===== config.mk =====
export PLATFORM = sky130hd
export DESIGN_NAME = control_sequencer
export DESIGN_NICKNAME = d
export VERILOG_FILES = /design/src/rtl/cu_pkg.sv /design/src/rtl/step_timer.sv /design/src/rtl/control_sequencer.sv
export SDC_FILE = /design/constraint.sdc
export NUM_CORES = 1
export LEC_CHECK = 0
export CORE_MARGIN = 5
export CORE_UTILIZATION = 32
export DETAILED_ROUTE_END_ITERATION = 16
export PLACE_DENSITY = 0.66
export SYNTH_ARGS = -nofsm -noshare
export SYNTH_HDL_FRONTEND = slang
export SYNTH_SLANG_ARGS = --single-unit

===== constraint.sdc =====
create_clock -name clk -period 2.3 [get_ports clk]
set_input_delay 0.23 -clock clk [delete_from_list [all_inputs] [get_ports clk]]
set_output_delay 0.23 -clock clk [all_outputs]
set_load 0.01 [all_outputs]

===== src/rtl/cu_pkg.sv =====
// Shared definitions for the control sequencer: opcode map, control-word layout,
// sequencer states and per-opcode sequencing classes.
package cu_pkg;

   localparam int unsigned CTL_W = 23;

   // Bit positions inside the ctl word
   typedef enum logic [4:0] {
      CtlPcOut, CtlZloOut, CtlZhiOut, CtlMdrOut, CtlMarEnable, CtlZEnable, CtlPcEnable,
      CtlMdrEnable, CtlRead, CtlIrEnable, CtlYEnable, CtlPcIncrement, CtlLoEnable,
      CtlHiEnable, CtlRIn, CtlROut, CtlGra, CtlGrb, CtlGrc, CtlBaOut, CtlCSignExtOut,
      CtlRamWrite, CtlConEnable
   } ctl_bit_e;

   localparam logic [4:0] OpLd   = 5'b00000;
   localparam logic [4:0] OpLdi  = 5'b00001;
   localparam logic [4:0] OpSt   = 5'b00010;
   localparam logic [4:0] OpAdd  = 5'b00011;
   localparam logic [4:0] OpSub  = 5'b00100;
   localparam logic [4:0] OpAnd  = 5'b00101;
   localparam logic [4:0] OpOr   = 5'b00110;
   localparam logic [4:0] OpShr  = 5'b00111;
   localparam logic [4:0] OpShra = 5'b01000;
   localparam logic [4:0] OpShl  = 5'b01001;
   localparam logic [4:0] OpRor  = 5'b01010;
   localparam logic [4:0] OpRol  = 5'b01011;
   localparam logic [4:0] OpAddi = 5'b01100;
   localparam logic [4:0] OpAndi = 5'b01101;
   localparam logic [4:0] OpOri  = 5'b01110;
   localparam logic [4:0] OpMul  = 5'b01111;
   localparam logic [4:0] OpDiv  = 5'b10000;
   localparam logic [4:0] OpNeg  = 5'b10001;
   localparam logic [4:0] OpNot  = 5'b10010;
   localparam logic [4:0] OpHalt = 5'b11011;

   // T0..T7 encode their own step index in the low bits
   typedef enum logic [3:0] {
      StT0 = 4'd0, StT1 = 4'd1, StT2 = 4'd2, StT3 = 4'd3,
      StT4 = 4'd4, StT5 = 4'd5, StT6 = 4'd6, StT7 = 4'd7,
      StReset = 4'd8, StHalt = 4'd9
   } state_e;

   typedef enum logic [3:0] {
      ClsAluRr, ClsAluImm, ClsLdi, ClsLd, ClsSt, ClsMulDiv, ClsNegNot, ClsHalt, ClsIllegal
   } op_class_e;

   function automatic op_class_e decode_op(input logic [4:0] op);
      op_class_e cls;
      case (op)
         OpAdd, OpSub, OpAnd, OpOr, OpShr,
         OpShra, OpShl, OpRor, OpRol:   cls = ClsAluRr;
         OpAddi, OpAndi, OpOri:         cls = ClsAluImm;
         OpLdi:                         cls = ClsLdi;
         OpLd:                          cls = ClsLd;
         OpSt:                          cls = ClsSt;
         OpMul, OpDiv:                  cls = ClsMulDiv;
         OpNeg, OpNot:                  cls = ClsNegNot;
         OpHalt:                        cls = ClsHalt;
         default:                       cls = ClsIllegal;
      endcase
      return cls;
   endfunction

   // Index of the final T-step for each class
   function automatic logic [2:0] last_step(input op_class_e cls);
      logic [2:0] t;
      case (cls)
         ClsLd, ClsSt: t = 3'd7;
         ClsMulDiv:    t = 3'd6;
         ClsNegNot:    t = 3'd4;
         ClsHalt:      t = 3'd2;
         ClsIllegal:   t = 3'd3;
         default:      t = 3'd5;
      endcase
      return t;
   endfunction

endpackage


===== src/rtl/step_timer.sv =====
// Holds each T-step for STEP_CYCLES clocks; step_done marks the last clock of a step,
// step_first the first one.
module step_timer #(
   parameter int unsigned STEP_CYCLES = 2
) (
   input  logic clk,
   input  logic clr,
   input  logic en,
   output logic step_done,
   output logic step_first
);

   localparam logic [2:0] LastCnt = 3'(STEP_CYCLES - 1);

   logic [2:0] cnt_q, cnt_d;

   assign step_done  = en && (cnt_q == LastCnt);
   assign step_first = en && (cnt_q == 3'd0);

   always_comb begin
      cnt_d = '0;
      if (en && !step_done) begin
         cnt_d = cnt_q + 3'd1;
      end
   end

   always_ff @(posedge clk or negedge clr) begin
      if (!clr) begin
         cnt_q <= '0;
      end else begin
         cnt_q <= cnt_d;
      end
   end

endmodule


===== src/rtl/control_sequencer.sv =====
// Hardwired T-step control sequencer: common fetch in T0-T2, opcode-specific execute in
// T3-T7, with halt/resume handling at instruction boundaries.
module control_sequencer
   import cu_pkg::*;
#(
   parameter int unsigned OPCODE_W    = 5,
   parameter int unsigned STEP_CYCLES = 2
) (
   input  logic                clk,
   input  logic                clr,
   input  logic [31:0]         ir,
   input  logic                stop,
   input  logic                resume,
   output logic [CTL_W-1:0]    ctl,
   output logic [OPCODE_W-1:0] alu_op,
   output logic [3:0]          step,
   output logic                running,
   output logic                illegal
);

   state_e              state_q, state_d;
   op_class_e           cls;
   logic [OPCODE_W-1:0] opcode;
   logic [2:0]          t_idx;
   logic                t_active;
   logic                step_done;
   logic                step_first;
   logic                unused_ir;

   assign opcode    = ir[31 -: OPCODE_W];
   assign unused_ir = ^ir[31-OPCODE_W:0];
   assign cls       = decode_op(5'(opcode));
   assign t_active  = (state_q != StReset) && (state_q != StHalt);
   assign t_idx     = state_q[2:0];

   step_timer #(
      .STEP_CYCLES(STEP_CYCLES)
   ) u_step_timer (
      .clk       (clk),
      .clr       (clr),
      .en        (t_active),
      .step_done (step_done),
      .step_first(step_first)
   );

   // The halt decision at the end of T2 relies on ir having been loaded during T2.
   always_comb begin
      state_d = state_q;
      unique case (state_q)
         StReset: state_d = StT0;
         StHalt: begin
            if (resume && !stop) state_d = StT0;
         end
         default: begin
            if (step_done) begin
               if (t_idx == last_step(cls)) begin
                  state_d = (stop || cls == ClsHalt) ? StHalt : StT0;
               end else begin
                  state_d = state_e'({1'b0, t_idx + 3'd1});
               end
            end
         end
      endcase
   end

   always_ff @(posedge clk or negedge clr) begin
      if (!clr) begin
         state_q <= StReset;
      end else begin
         state_q <= state_d;
      end
   end

   always_comb begin
      ctl     = '0;
      alu_op  = '0;
      step    = '0;
      running = t_active;
      illegal = 1'b0;
      if (t_active) begin
         step = {1'b0, t_idx};
         // T0 selects add so the ALU produces PC+1
         if (t_idx == 3'd0) begin
            alu_op = OPCODE_W'(OpAdd);
         end else if (t_idx >= 3'd3) begin
            alu_op = opcode;
         end
         unique case (t_idx)
            3'd0: begin
               ctl[CtlPcOut] = 1'b1;  ctl[CtlMarEnable]   = 1'b1;
               ctl[CtlZEnable] = 1'b1; ctl[CtlPcIncrement] = 1'b1;
            end
            3'd1: begin
               ctl[CtlZloOut] = 1'b1; ctl[CtlPcEnable]  = 1'b1;
               ctl[CtlRead]   = 1'b1; ctl[CtlMdrEnable] = 1'b1;
            end
            3'd2: begin
               ctl[CtlMdrOut] = 1'b1; ctl[CtlIrEnable] = 1'b1;
            end
            default: begin
               unique case (cls)
                  ClsAluRr, ClsAluImm, ClsLdi: begin
                     if (t_idx == 3'd3) begin
                        ctl[CtlGrb] = 1'b1; ctl[CtlYEnable] = 1'b1;
                        if (cls == ClsLdi) ctl[CtlBaOut] = 1'b1;
                        else               ctl[CtlROut]  = 1'b1;
                     end else if (t_idx == 3'd4) begin
                        ctl[CtlZEnable] = 1'b1;
                        if (cls == ClsAluRr) begin
                           ctl[CtlGrc] = 1'b1; ctl[CtlROut] = 1'b1;
                        end else begin
                           ctl[CtlCSignExtOut] = 1'b1;
                        end
                     end else if (t_idx == 3'd5) begin
                        ctl[CtlZloOut] = 1'b1; ctl[CtlGra] = 1'b1; ctl[CtlRIn] = 1'b1;
                     end
                  end
                  ClsLd, ClsSt: begin
                     unique case (t_idx)
                        3'd3: begin
                           ctl[CtlGrb] = 1'b1; ctl[CtlBaOut] = 1'b1; ctl[CtlYEnable] = 1'b1;
                        end
                        3'd4: begin
                           ctl[CtlCSignExtOut] = 1'b1; ctl[CtlZEnable] = 1'b1;
                        end
                        3'd5: begin
                           ctl[CtlZloOut] = 1'b1; ctl[CtlMarEnable] = 1'b1;
                        end
                        3'd6: begin
                           ctl[CtlMdrEnable] = 1'b1;
                           if (cls == ClsLd) begin
                              ctl[CtlRead] = 1'b1;
                           end else begin
                              ctl[CtlGra] = 1'b1; ctl[CtlROut] = 1'b1;
                           end
                        end
                        default: begin
                           if (cls == ClsLd) begin
                              ctl[CtlMdrOut] = 1'b1; ctl[CtlGra] = 1'b1; ctl[CtlRIn] = 1'b1;
                           end else begin
                              ctl[CtlRamWrite] = 1'b1;
                           end
                        end
                     endcase
                  end
                  ClsMulDiv: begin
                     if (t_idx == 3'd3) begin
                        ctl[CtlGra] = 1'b1; ctl[CtlROut] = 1'b1; ctl[CtlYEnable] = 1'b1;
                     end else if (t_idx == 3'd4) begin
                        ctl[CtlGrb] = 1'b1; ctl[CtlROut] = 1'b1; ctl[CtlZEnable] = 1'b1;
                     end else if (t_idx == 3'd5) begin
                        ctl[CtlZloOut] = 1'b1; ctl[CtlLoEnable] = 1'b1;
                     end else if (t_idx == 3'd6) begin
                        ctl[CtlZhiOut] = 1'b1; ctl[CtlHiEnable] = 1'b1;
                     end
                  end
                  ClsNegNot: begin
                     if (t_idx == 3'd3) begin
                        ctl[CtlGrb] = 1'b1; ctl[CtlROut] = 1'b1; ctl[CtlZEnable] = 1'b1;
                     end else if (t_idx == 3'd4) begin
                        ctl[CtlZloOut] = 1'b1; ctl[CtlGra] = 1'b1; ctl[CtlRIn] = 1'b1;
                     end
                  end
                  ClsIllegal: illegal = step_first && (t_idx == 3'd3);
                  default: ;
               endcase
            end
         endcase
      end
   end

endmodule


==> impl_metrics.yaml, run 1 <==
setup_path:
  r2r_slack_ns: 0.40
  critPathArrivalTime_ns: 2.09
  cp-end-kind: "output port"
  r2r-end: "state_q[0]$_DFFE_PN0P_"
  crit_path_max_incr_delay_ns: 0.43
  cp_cell_sequence: "buf_12 -> buf_6 -> ha_4 -> and2b_1 -> a222oi_1 -> buf_4 -> and3_4 -> nor2_2 -> o22ai_1 -> dlygate4sd2_1"
  worstSetupEndpoint: "ctl[4]"
  regToRegStartpoint: "state_q[1]$_DFFE_PN0P_"
  startpoint: "ir[28]"
  crit_family: "buffers and inverters"
  critPathKind: "in -> out"
  critical_path.max_fanout: 6
  slowest_stage: "a222oi_1"
  crit_buf_inv: 4
  start_kind: "input port"
  critPathRequiredTime_ns: 2.07
  reg2regPathDepth: 11
  cp.depth: 10
synth:
  yosysSeqAreaShare_pct: 12.5
  ys.flop_type: "dfrtp_1"
  synth-seq-cells: 7
  netlist_area_um2: 1410
  syn_area_per_cell_um2: 7.00
  synth-async-reset-ratio_pct: 100
  ys_warn_count: 0
  yosysUniqueCellTypes: 54
  syn_inst: 202
  synth-edff-count: 0
grt:
  grt_use_total_pct: 17.7
  grt_pass1_wl_um: 8900
  gr-total-overflow: 0
  grt_pass1_vias: 1930
  grt_max_degree: 14
  grt_antenna_before_repair: 0
clock_tree:
  clockRootBuffer: "clkbuf_8"
  cts_tree: "yes"
  clock-sinks: 7
  clock_latency_ns: 0.24
  cts.hold.buffers_added: 0
  htreeDepth: 1
  cts_buffers: 3
  clk_transition_reported_paths_ns: 0.05
  cts.path.max_buffers: 2
floorplan:
  die_x_um: 76.5
  dieArea_um2: 5850
  io_pins: 70
  core_um2: 4320
  initial_core_util_pct: 32.7
  dieHeight_um: 76.5
  rows: 24
sta:
  whs_ns: 0.251
  rsz0062_at_grt: "true"
  setup_violations: 3
  worst_slack_ns: -0.0244
  period_share_pct: 101
  layout_min_cycle_time_ns: 2.32
  drv_slew: 0
  skew_ns: 0.00765
  hold_violations: 0
  fmax_mhz: 430
layout:
  drive_above_1_share_pct: 48.3
  nets: 366
  seqCellArea_um2: 176
  multi_input_area_um2: 1370
  num_antenna_cells: 0
  fillerInstances: 368
  final_util_pct: 62.2
  area.growth.synth_to_final_pct: 90.3
detailed_routing:
  wire_per_inst_um: 15.4
  drt_iter0_drc: 116
  first_pass_iters: 4
  wl_um: 5680
  viasPerCell: 5.31
  drtAntennaViolNets: 0
  dr_total_vias: 1959
  drc: 0
power_and_ir_drop:
  vdd_drop_max_mv: 0.716
  powerDensity_nw_per_um2: 982
  leakagePower_nw: 1.27
place:
  port_buffers: 40
  gp_congestion: 0.922
  place_hpwl_um: 3900
hold_path:
  hold_class: "in -> async"
run_status:
  status: "finished with violations"
  violations: "setup timing"
job:
  drv_cap: 0
## worst reg2reg max path: cells and delay by family (launching register included)
family	cells	cell delay, ns
adder cells (fa/ha/maj)	1	0.24
flip-flops	1	0.42
buffers and inverters	3	0.40
AO/OA/AOI/OAI	2	0.22
AND/OR/NAND/NOR	5	0.51
## sequential cells by signal (all words and copies together), names as in the netlist
signal and flops:
state_q 4, u_step_timer.cnt_q 3
## layout by cell type, fill, tap and decap left out, types with 2 or more instances in the layout
cell type and n:
a21o_1 2, nor2_1 28, a31oi_1 2, ha_4 5
clkbuf_2 6, buf_6 7, a21oi_1 9, inv_2 2
buf_2 9, o21ai_4 2, nor3_1 3, clkdlybuf4s50_1 7
o21ai_1 5, nand3_1 5, a31o_2 2, ha_1 6
o21bai_1 2, o211ai_1 3, and3_1 3, nand2_1 25
inv_1 9, o21ai_0 8, clkbuf_8 3, dlygate4sd2_1 11
a21oi_2 2, o21a_1 2, nor2_4 7, o21ai_2 2
buf_12 2, dfrtp_1 6, dlymetal6s2s_1 3, mux2_4 2
o31ai_1 2, nand2b_1 4, conb_1 2, buf_4 76
inv_4 2
## metrics by stage
step                      TNS [ns]  instances  setup slack [ns]  total power [W]  cell area, um^2
after floorplan                  0        203           0.00806          0.00117             1420
after global placement      -17.27        348            -0.862          0.00216             2310
after detailed placement    -18.36        348            -0.887          0.00218             2310
after CTS                        0        360           0.00222          0.00240             2440
after global routing        -0.885        369            -0.106          0.00284             2690
final                      -0.0539        369           -0.0244          0.00264             2690
## worst min-delay path by stage
| stage | from | endpoint | slack (ns) | cells after the start |
|---|---|---|---|---|
| final | clr | state_q[1]$_DFFE_PN0P_ | 0.25 | 1 |
| after global routing | clr | state_q[1]$_DFFE_PN0P_ | 0.28 | 1 |
| after CTS | clr | state_q[1]$_DFFE_PN0P_ | 0.27 | 1 |
| after detailed placement | u_step_timer.cnt_q[0]$_DFF_PN0_ | u_step_timer.cnt_q[0]$_DFF_PN0_ | 0.50 | 1 |
| after global placement | u_step_timer.cnt_q[0]$_DFF_PN0_ | u_step_timer.cnt_q[0]$_DFF_PN0_ | 0.49 | 1 |
| after floorplan | clr | state_q[0]$_DFFE_PN0P_ | -0.07 | 0 |
## cells by family (layout without fill, tap and decap cells)
| logic type | Yosys count | after routing | share of synthesized area [%] |
|---|---|---|---|
| buf+inv | 26 | 139 | 9.47 |
| flops | 7 | 7 | 12.5 |
| other cells | 1 | 2 | 0.265 |
| xor+xnor | 2 | 2 | 1.24 |
| compound gates | 61 | 61 | 34.1 |
| simple gates | 91 | 92 | 30.0 |
| mux | 2 | 2 | 1.86 |
| fa+ha+maj | 12 | 12 | 10.6 |
## repair_timing
item | CTS | global route
buffers inserted | 7 | 9
resized for setup | 94 | 60
pin swaps | 11 | 13
gates cloned | 1 | 0
setup endpoints to repair | 32 | 29
## layout make-up
type                       count  share of cell area, %
timing repair buffer         122                   36.4
multi-input combinational    171                   51.0
clock buffer                   4                   1.67
tap                           52                   2.42
inverter                      13                   2.00
sequential                     7                   6.56
## metal layers
metal	GRT usage [%]	routed length [um]	vias to the layer above
li1	-	-	950
met1	22.0	2450	923
met2	30.7	2790	69
met3	1.65	233	17
met4	7.34	204	0
met5	0	0	-
## power breakdown
group	leakage (nW)	internal, W	total (W)	switching, W
Sequential	0.0838	0.000185	0.000246	0.0000612
Clock	0.0228	0.000121	0.000181	0.0000603
Combinational	1.16	0.00110	0.00222	0.00111
## synthesized netlist by cell type (2+ instances only)
| library cell | n | area [um^2] |
|---|---|---|
| nand2b_1 | 5 | 31.3 |
| a21oi_1 | 12 | 60.1 |
| ha_1 | 12 | 150 |
| o21ai_0 | 12 | 60.1 |
| o22ai_1 | 2 | 12.5 |
| dfrtp_1 | 6 | 150 |
| nand3_1 | 5 | 25.0 |
| nor3b_1 | 2 | 15.0 |
| o21a_1 | 2 | 15.0 |
| or3_1 | 2 | 12.5 |
| o21bai_1 | 3 | 22.5 |
| xnor2_1 | 2 | 17.5 |
| o31ai_1 | 2 | 15.0 |
| o211ai_1 | 3 | 22.5 |
| nor2_1 | 35 | 131 |
| a21o_1 | 2 | 15.0 |
| nor4_1 | 2 | 12.5 |
| nor3_1 | 3 | 15.0 |
| nand2_1 | 26 | 97.6 |
| inv_1 | 12 | 45.0 |
| a31oi_1 | 2 | 12.5 |
| buf_6 | 2 | 22.5 |
| o21ai_1 | 4 | 20.0 |
| clkbuf_1 | 5 | 18.8 |
| buf_4 | 5 | 37.5 |
| and3_1 | 4 | 25.0 |
| a31o_2 | 3 | 26.3 |
Power figures use the tool's default switching activity.
==> inputs of run 2 (changes only) <==
--- a/config.mk
+++ b/config.mk
@@ -7,8 +7,11 @@
 export LEC_CHECK = 0
 export CORE_MARGIN = 5
 export CORE_UTILIZATION = 32
+export CTS_CLUSTER_DIAMETER = 100
 export DETAILED_ROUTE_END_ITERATION = 16
+export GPL_TIMING_DRIVEN = 0
 export PLACE_DENSITY = 0.66
+export SKIP_CTS_REPAIR_TIMING = 1
 export SYNTH_ARGS = -nofsm -noshare
 export SYNTH_HDL_FRONTEND = slang
 export SYNTH_SLANG_ARGS = --single-unit
==> run 2 against run 1 <==
Compared with the run above: the run still ends with setup timing left; core utilization shrank 7.0 points; clock-buffer cell count is the same; fmax shrank 3.1%; setup slack lost 0.075 ns; clock power shrank 8%; power shrank 13%; critical path depth grew 2; wire length shrank 16%; combinational power shrank 16%; sequential share of layout area grew 0.94 points; critical endpoint is now ctl[5].
==> impl_metrics.yaml, run 2 (synthesis results as in run 1) <==
power_and_ir_drop:
  p_switching_w: 0.00112
  vdd_drop_max_mv: 0.785
  netSwitchingFraction_pct: 48.9
  p_comb_share_pct: 81.2
  powerDensity_nw_per_um2: 963
  leakagePower_nw: 1.25
  pwr-share-seq_pct: 11.5
  power.internal_w: 0.00117
  clkPwrFrac_pct: 7.3
grt:
  grt_pass1_vias: 1519
  grt_pass1_wl_um: 7020
  gr-total-overflow: 0
  grt_antenna_before_repair: 0
  grt_use_total_pct: 13.8
  grt_max_degree: 11
layout:
  final_cells: 320
  drive_above_1_share_pct: 38.4
  final_common_cell: "nor2_1"
  largest_reg_flops: 4
  top_register: "state_q"
  seqCellArea_um2: 179
  area.growth.synth_to_final_pct: 68.8
  layout_common_cells: "nor2_1, buf_4, nand2_1, dlymetal6s2s_1"
  reg_top3: "state_q x4, u_step_timer.cnt_q x3"
  nets: 317
  final_util_pct: 55.2
  num_antenna_cells: 0
  fillerInstances: 396
  multi_input_area_um2: 1330
place:
  place_hpwl_um: 3290
  pre_cts_slack_ns: -1.25
  port_buffers: 40
  gp_congestion: 0.918
  place_inst: 295
floorplan:
  core_um2: 4320
  die_x_um: 76.5
  rows: 24
  initial_core_util_pct: 32.7
  dieArea_um2: 5850
  dieHeight_um: 76.5
  io_pins: 70
setup_path:
  critPathArrivalTime_ns: 2.17
  crit_path_max_incr_delay_ns: 0.52
  start_kind: "input port"
  cp-end-kind: "output port"
  startpoint: "ir[27]"
  regToRegStartpoint: "state_q[0]$_DFFE_PN0P_"
  critPathRequiredTime_ns: 2.07
  r2r_slack_ns: 0.40
  cp_cell_sequence: "buf_12 -> inv_6 -> ha_4 -> and2b_1 -> a222oi_1 -> buf_4 -> buf_6 -> a21oi_2 -> o22ai_1 -> o211ai_1 -> a21oi_1 -> buf_2"
  critical_path.max_fanout: 5
  critPathKind: "in -> out"
  slowest_stage: "a222oi_1"
clock_tree:
  clock_latency_ns: 0.22
  htreeDepth: 1
  cts_buffers: 3
  cts_tree: "yes"
  cts.path.max_buffers: 2
  clockRootBuffer: "clkbuf_8"
  clock-sinks: 7
  clk_transition_reported_paths_ns: 0.04
sta:
  fin_setup_tns_ns: -0.227
  fmax_mhz: 417
  whs_ns: 0.274
  drv_slew: 0
  tightest_slew_ns: 0.529
  setup_violations: 4
  layout_min_cycle_time_ns: 2.40
  worst_slack_ns: -0.0992
  skew_ns: 0.00100
  period_share_pct: 104
  relSlewSlack_pct: 64.7
  rsz0062_at_grt: "true"
  hold_violations: 0
run_status:
  violations: "setup timing"
  status: "finished with violations"
job:
  drv_cap: 0
detailed_routing:
  wire_per_inst_um: 14.9
  drtAntennaViolNets: 0
  drt_iter0_drc: 109
  viasPerCell: 5.45
  drc: 0
  first_pass_iters: 5
  dr_total_vias: 1743
  wl_um: 4760
hold_path:
  hold_class: "in -> async"
[run 2: cell types whose count changed in the layout (fill, tap and decap cells not counted), moves of 3 or more]
cell             before  now
nand2_1              25   22
buf_2                 9    4
dlygate4sd2_1        11    0
nor2_2                1    5
buf_4                76   24
dlymetal6s2s_1        3   19
clkdlybuf4s50_1       7   10
nor2_4                7    4
[run 2: stage by stage]
stage | power (W) | area [um^2]
2_1_floorplan | 0.00117 | 1420
3_3_place_gp | 0.00182 | 1880
3_5_place_dp | 0.00181 | 1880
4_1_cts | 0.00200 | 1930
5_1_grt | 0.00250 | 2390
6_report | 0.00230 | 2390
[run 2: path summary, 6_finish.rpt]
check | end | cells after the start
worst max-delay path | ctl[5] | 12
worst max register to register | state_q[0]$_DFFE_PN0P_ | 11
min in group clk | u_step_timer.cnt_q[0]$_DFF_PN0_ | 1
worst min register to register | u_step_timer.cnt_q[0]$_DFF_PN0_ | 1
worst min-delay path | u_step_timer.cnt_q[2]$_DFF_PN0_ | 1
max in group asynchronous | state_q[3]$_DFFE_PN1P_ | 1
[run 2: worst max-delay path, delay by kind of cell]
family,cells,cell delay [ns]
AOI/OAI and AO/OA,5,0.98
adders and majority gates,1,0.14
buffers and inverters,5,0.63
and+or+nand+nor,1,0.17
[run 2: layout make-up]
type | instances | share of cell area (%)
Inverter | 13 | 2.57
Timing Repair Buffer | 61 | 25.3
Buffer | 13 | 4.20
Multi-Input combinational cell | 170 | 55.8
Clock buffer | 4 | 1.89
Sequential cell | 7 | 7.50
Tap cell | 52 | 2.73
[run 2: per-layer routing]
layer,up-vias,GRT usage (%),routed length (um)
met3,6,1.42,185
met4,0,3.15,47
met5,-,0,0
met2,58,24.2,2420
li1,856,-,-
met1,823,17.8,2100
[run 2: power by group through the flow]
stage	Sequential (W)	Clock [W]	Combinational, W
6_report	0.000265	0.000167	0.00186
5_1_grt	0.000271	0.000183	0.00204
4_1_cts	0.000259	0.000173	0.00157
3_5_place_dp	0.000260	0	0.00155
3_3_place_gp	0.000259	0	0.00156
2_1_floorplan	0.000239	0	0.000934
==> inputs of run 3 (changes only) <==
==> constraint.sdc (replaced) <==
create_clock -name clk -period 2.3 [get_ports clk]
set_input_delay 0.23 -clock clk [delete_from_list [all_inputs] [get_ports clk]]
set_output_delay 0.23 -clock clk [all_outputs]
set_load 0.02 [all_outputs]
==> run 3 against run 2 <==
Compared with the run above: the flow now finishes without violations; sequential share of layout area is 0.10 points higher; worst hold slack worse by 0.015 ns; fmax is 4.4% higher; wire length is 2.3% higher; power is 4.2% higher; setup slack better by 0.10 ns; combinational power is 6% higher; first-iteration DRC count is 1.8% higher; cell count stayed put; sequential power is 3% lower.
==> impl_metrics.yaml, run 3 (synthesis results as in run 1) <==
detailed_routing:
  drc: 0
  wl_um: 4870
  first_pass_iters: 4
  dr_total_vias: 1744
  drt_iter0_drc: 111
  drtAntennaViolNets: 0
  wire_per_inst_um: 15.2
  viasPerCell: 5.45
setup_path:
  r2r_slack_ns: 0.48
  critPathKind: "in -> out"
  crit_buf_inv: 4
  cpMostUsedCell: "buf_6"
  critical_path.max_fanout: 6
  worstSetupEndpoint: "ctl[17]"
  start_kind: "input port"
  cp.depth: 10
  cp-end-kind: "output port"
  critPathArrivalTime_ns: 2.07
  startpoint: "ir[28]"
  reg2regPathDepth: 10
  r2r-end: "state_q[0]$_DFFE_PN0P_"
  critPathRequiredTime_ns: 2.07
  cp_cell_sequence: "buf_8 -> inv_2 -> ha_4 -> mux2_4 -> a31oi_4 -> buf_6 -> nand2_4 -> or3_4 -> a21oi_2 -> buf_6"
  crit_family: "buffers and inverters"
  regToRegStartpoint: "state_q[0]$_DFFE_PN0P_"
  slowest_stage: "or3_4"
  crit_path_max_incr_delay_ns: 0.37
grt:
  use_met3_pct: 1.18
  grt_pass1_vias: 1495
  busiest_layer: "met2"
  grt_antenna_before_repair: 0
  grtUsageMet2_pct: 24.2
  gr-total-overflow: 0
  grt_max_degree: 11
  grt_pass1_wl_um: 7030
  use_met1_pct: 17.8
  grt_use_total_pct: 13.9
clock_tree:
  clock-sinks: 7
  clockRootBuffer: "clkbuf_8"
  cts_tree: "yes"
  clk_transition_reported_paths_ns: 0.04
  htreeDepth: 1
  clock_latency_ns: 0.22
  cts.path.max_buffers: 2
  cts_buffers: 3
floorplan:
  core_um2: 4320
  initial_core_util_pct: 32.7
  die_x_um: 76.5
  io_pins: 70
  dieHeight_um: 76.5
  dieArea_um2: 5850
  rows: 24
layout:
  area.growth.synth_to_final_pct: 66.5
  nets: 317
  drive_above_1_share_pct: 36.9
  top_register: "state_q"
  num_antenna_cells: 0
  reg_top3: "state_q x4, u_step_timer.cnt_q x3"
  largest_reg_flops: 4
  final_common_cell: "nor2_1"
  layout_common_cells: "nor2_1, buf_4, nand2_1, dlymetal6s2s_1, buf_6"
sta:
  rsz0062_at_grt: "true"
  setup_violations: 0
  layout_min_cycle_time_ns: 2.30
  fin_setup_tns_ns: 0
  fmax_mhz: 435
  period_share_pct: 99.9
  skew_ns: 0.000568
  hold_violations: 0
  drv_slew: 0
  worst_slack_ns: 0.00272
hold_path:
  hold_class: "in -> async"
place:
  gp_congestion: 0.866
  pre_cts_slack_ns: -1.37
  place_hpwl_um: 3340
  port_buffers: 40
job:
  drv_cap: 0
run_status:
  status: "completed"
power_and_ir_drop:
  leakagePower_nw: 1.24
  vdd_drop_max_mv: 0.932
  powerDensity_nw_per_um2: 1020
  fin_total_pwr_w: 0.00239
[run 3: cell count changes in the layout (fill, tap and decap cells not counted), moves of 3 or more]
cell / previous run / this run
buf_6: 6 / 10
buf_2: 4 / 0
o21ai_1: 4 / 7
a21oi_1: 10 / 7
o21ai_2: 4 / 1
clkdlybuf4s50_1: 10 / 7
buf_12: 3 / 0
a21oi_2: 2 / 5
[run 3: worst register-to-register path: stages, from the launching register on]
cell,delay (ns)
dfrtp_2,0.44
inv_2,0.14
ha_4,0.19
nor2_1,0.08
nor2_4,0.21
inv_1,0.10
nand2_1,0.12
nand2_1,0.10
nand2_1,0.08
o31ai_1,0.06
o21bai_1,0.16
[run 3: per-stage QoR]
step           instance area [um^2]  cells  utilization (%)  hold WS (ns)
3_3_place_gp                   1900    295             43.8         0.485
2_1_floorplan                  1430    203                -       -0.0656
4_1_cts                        1940    299             44.9         0.263
6_report                       2350    320             54.4         0.259
5_1_grt                        2350    320             54.4         0.279
3_5_place_dp                   1900    295             43.8         0.485
[run 3: how the worst min path moves through the flow]
stage | start | end | slack (ns) | cells past startpoint
2_1_floorplan | clr | state_q[0]$_DFFE_PN0P_ | -0.07 | 0
3_3_place_gp | u_step_timer.cnt_q[0]$_DFF_PN0_ | u_step_timer.cnt_q[0]$_DFF_PN0_ | 0.48 | 1
3_5_place_dp | u_step_timer.cnt_q[0]$_DFF_PN0_ | u_step_timer.cnt_q[0]$_DFF_PN0_ | 0.48 | 1
4_1_cts | clr | state_q[2]$_DFFE_PN0P_ | 0.26 | 1
5_1_grt | clr | state_q[2]$_DFFE_PN0P_ | 0.28 | 1
6_report | clr | state_q[2]$_DFFE_PN0P_ | 0.26 | 1
[run 3: where the power goes]
part	total (W)	switching [W]	internal, W
registers	0.000256	0.0000674	0.000188
logic	0.00197	0.00113	0.000837
clock network	0.000169	0.0000497	0.000120
[run 3: area by class of cell]
cell class	instances	area, um^2
Inverter	13	53.8
Fill cell	407	1970
Tap cell	52	65.1
Timing Repair Buffer	61	598
Multi-Input combinational cell	170	1310
Clock buffer	4	45.0
Buffer	13	108
Sequential cell	7	179
[run 3: layer usage]
layer / vias up / wire length [um]
met3: 7 / 173
met4: 0 / 61
met1: 846 / 2060
met5: - / 0
met2: 37 / 2580
li1: 854 / -
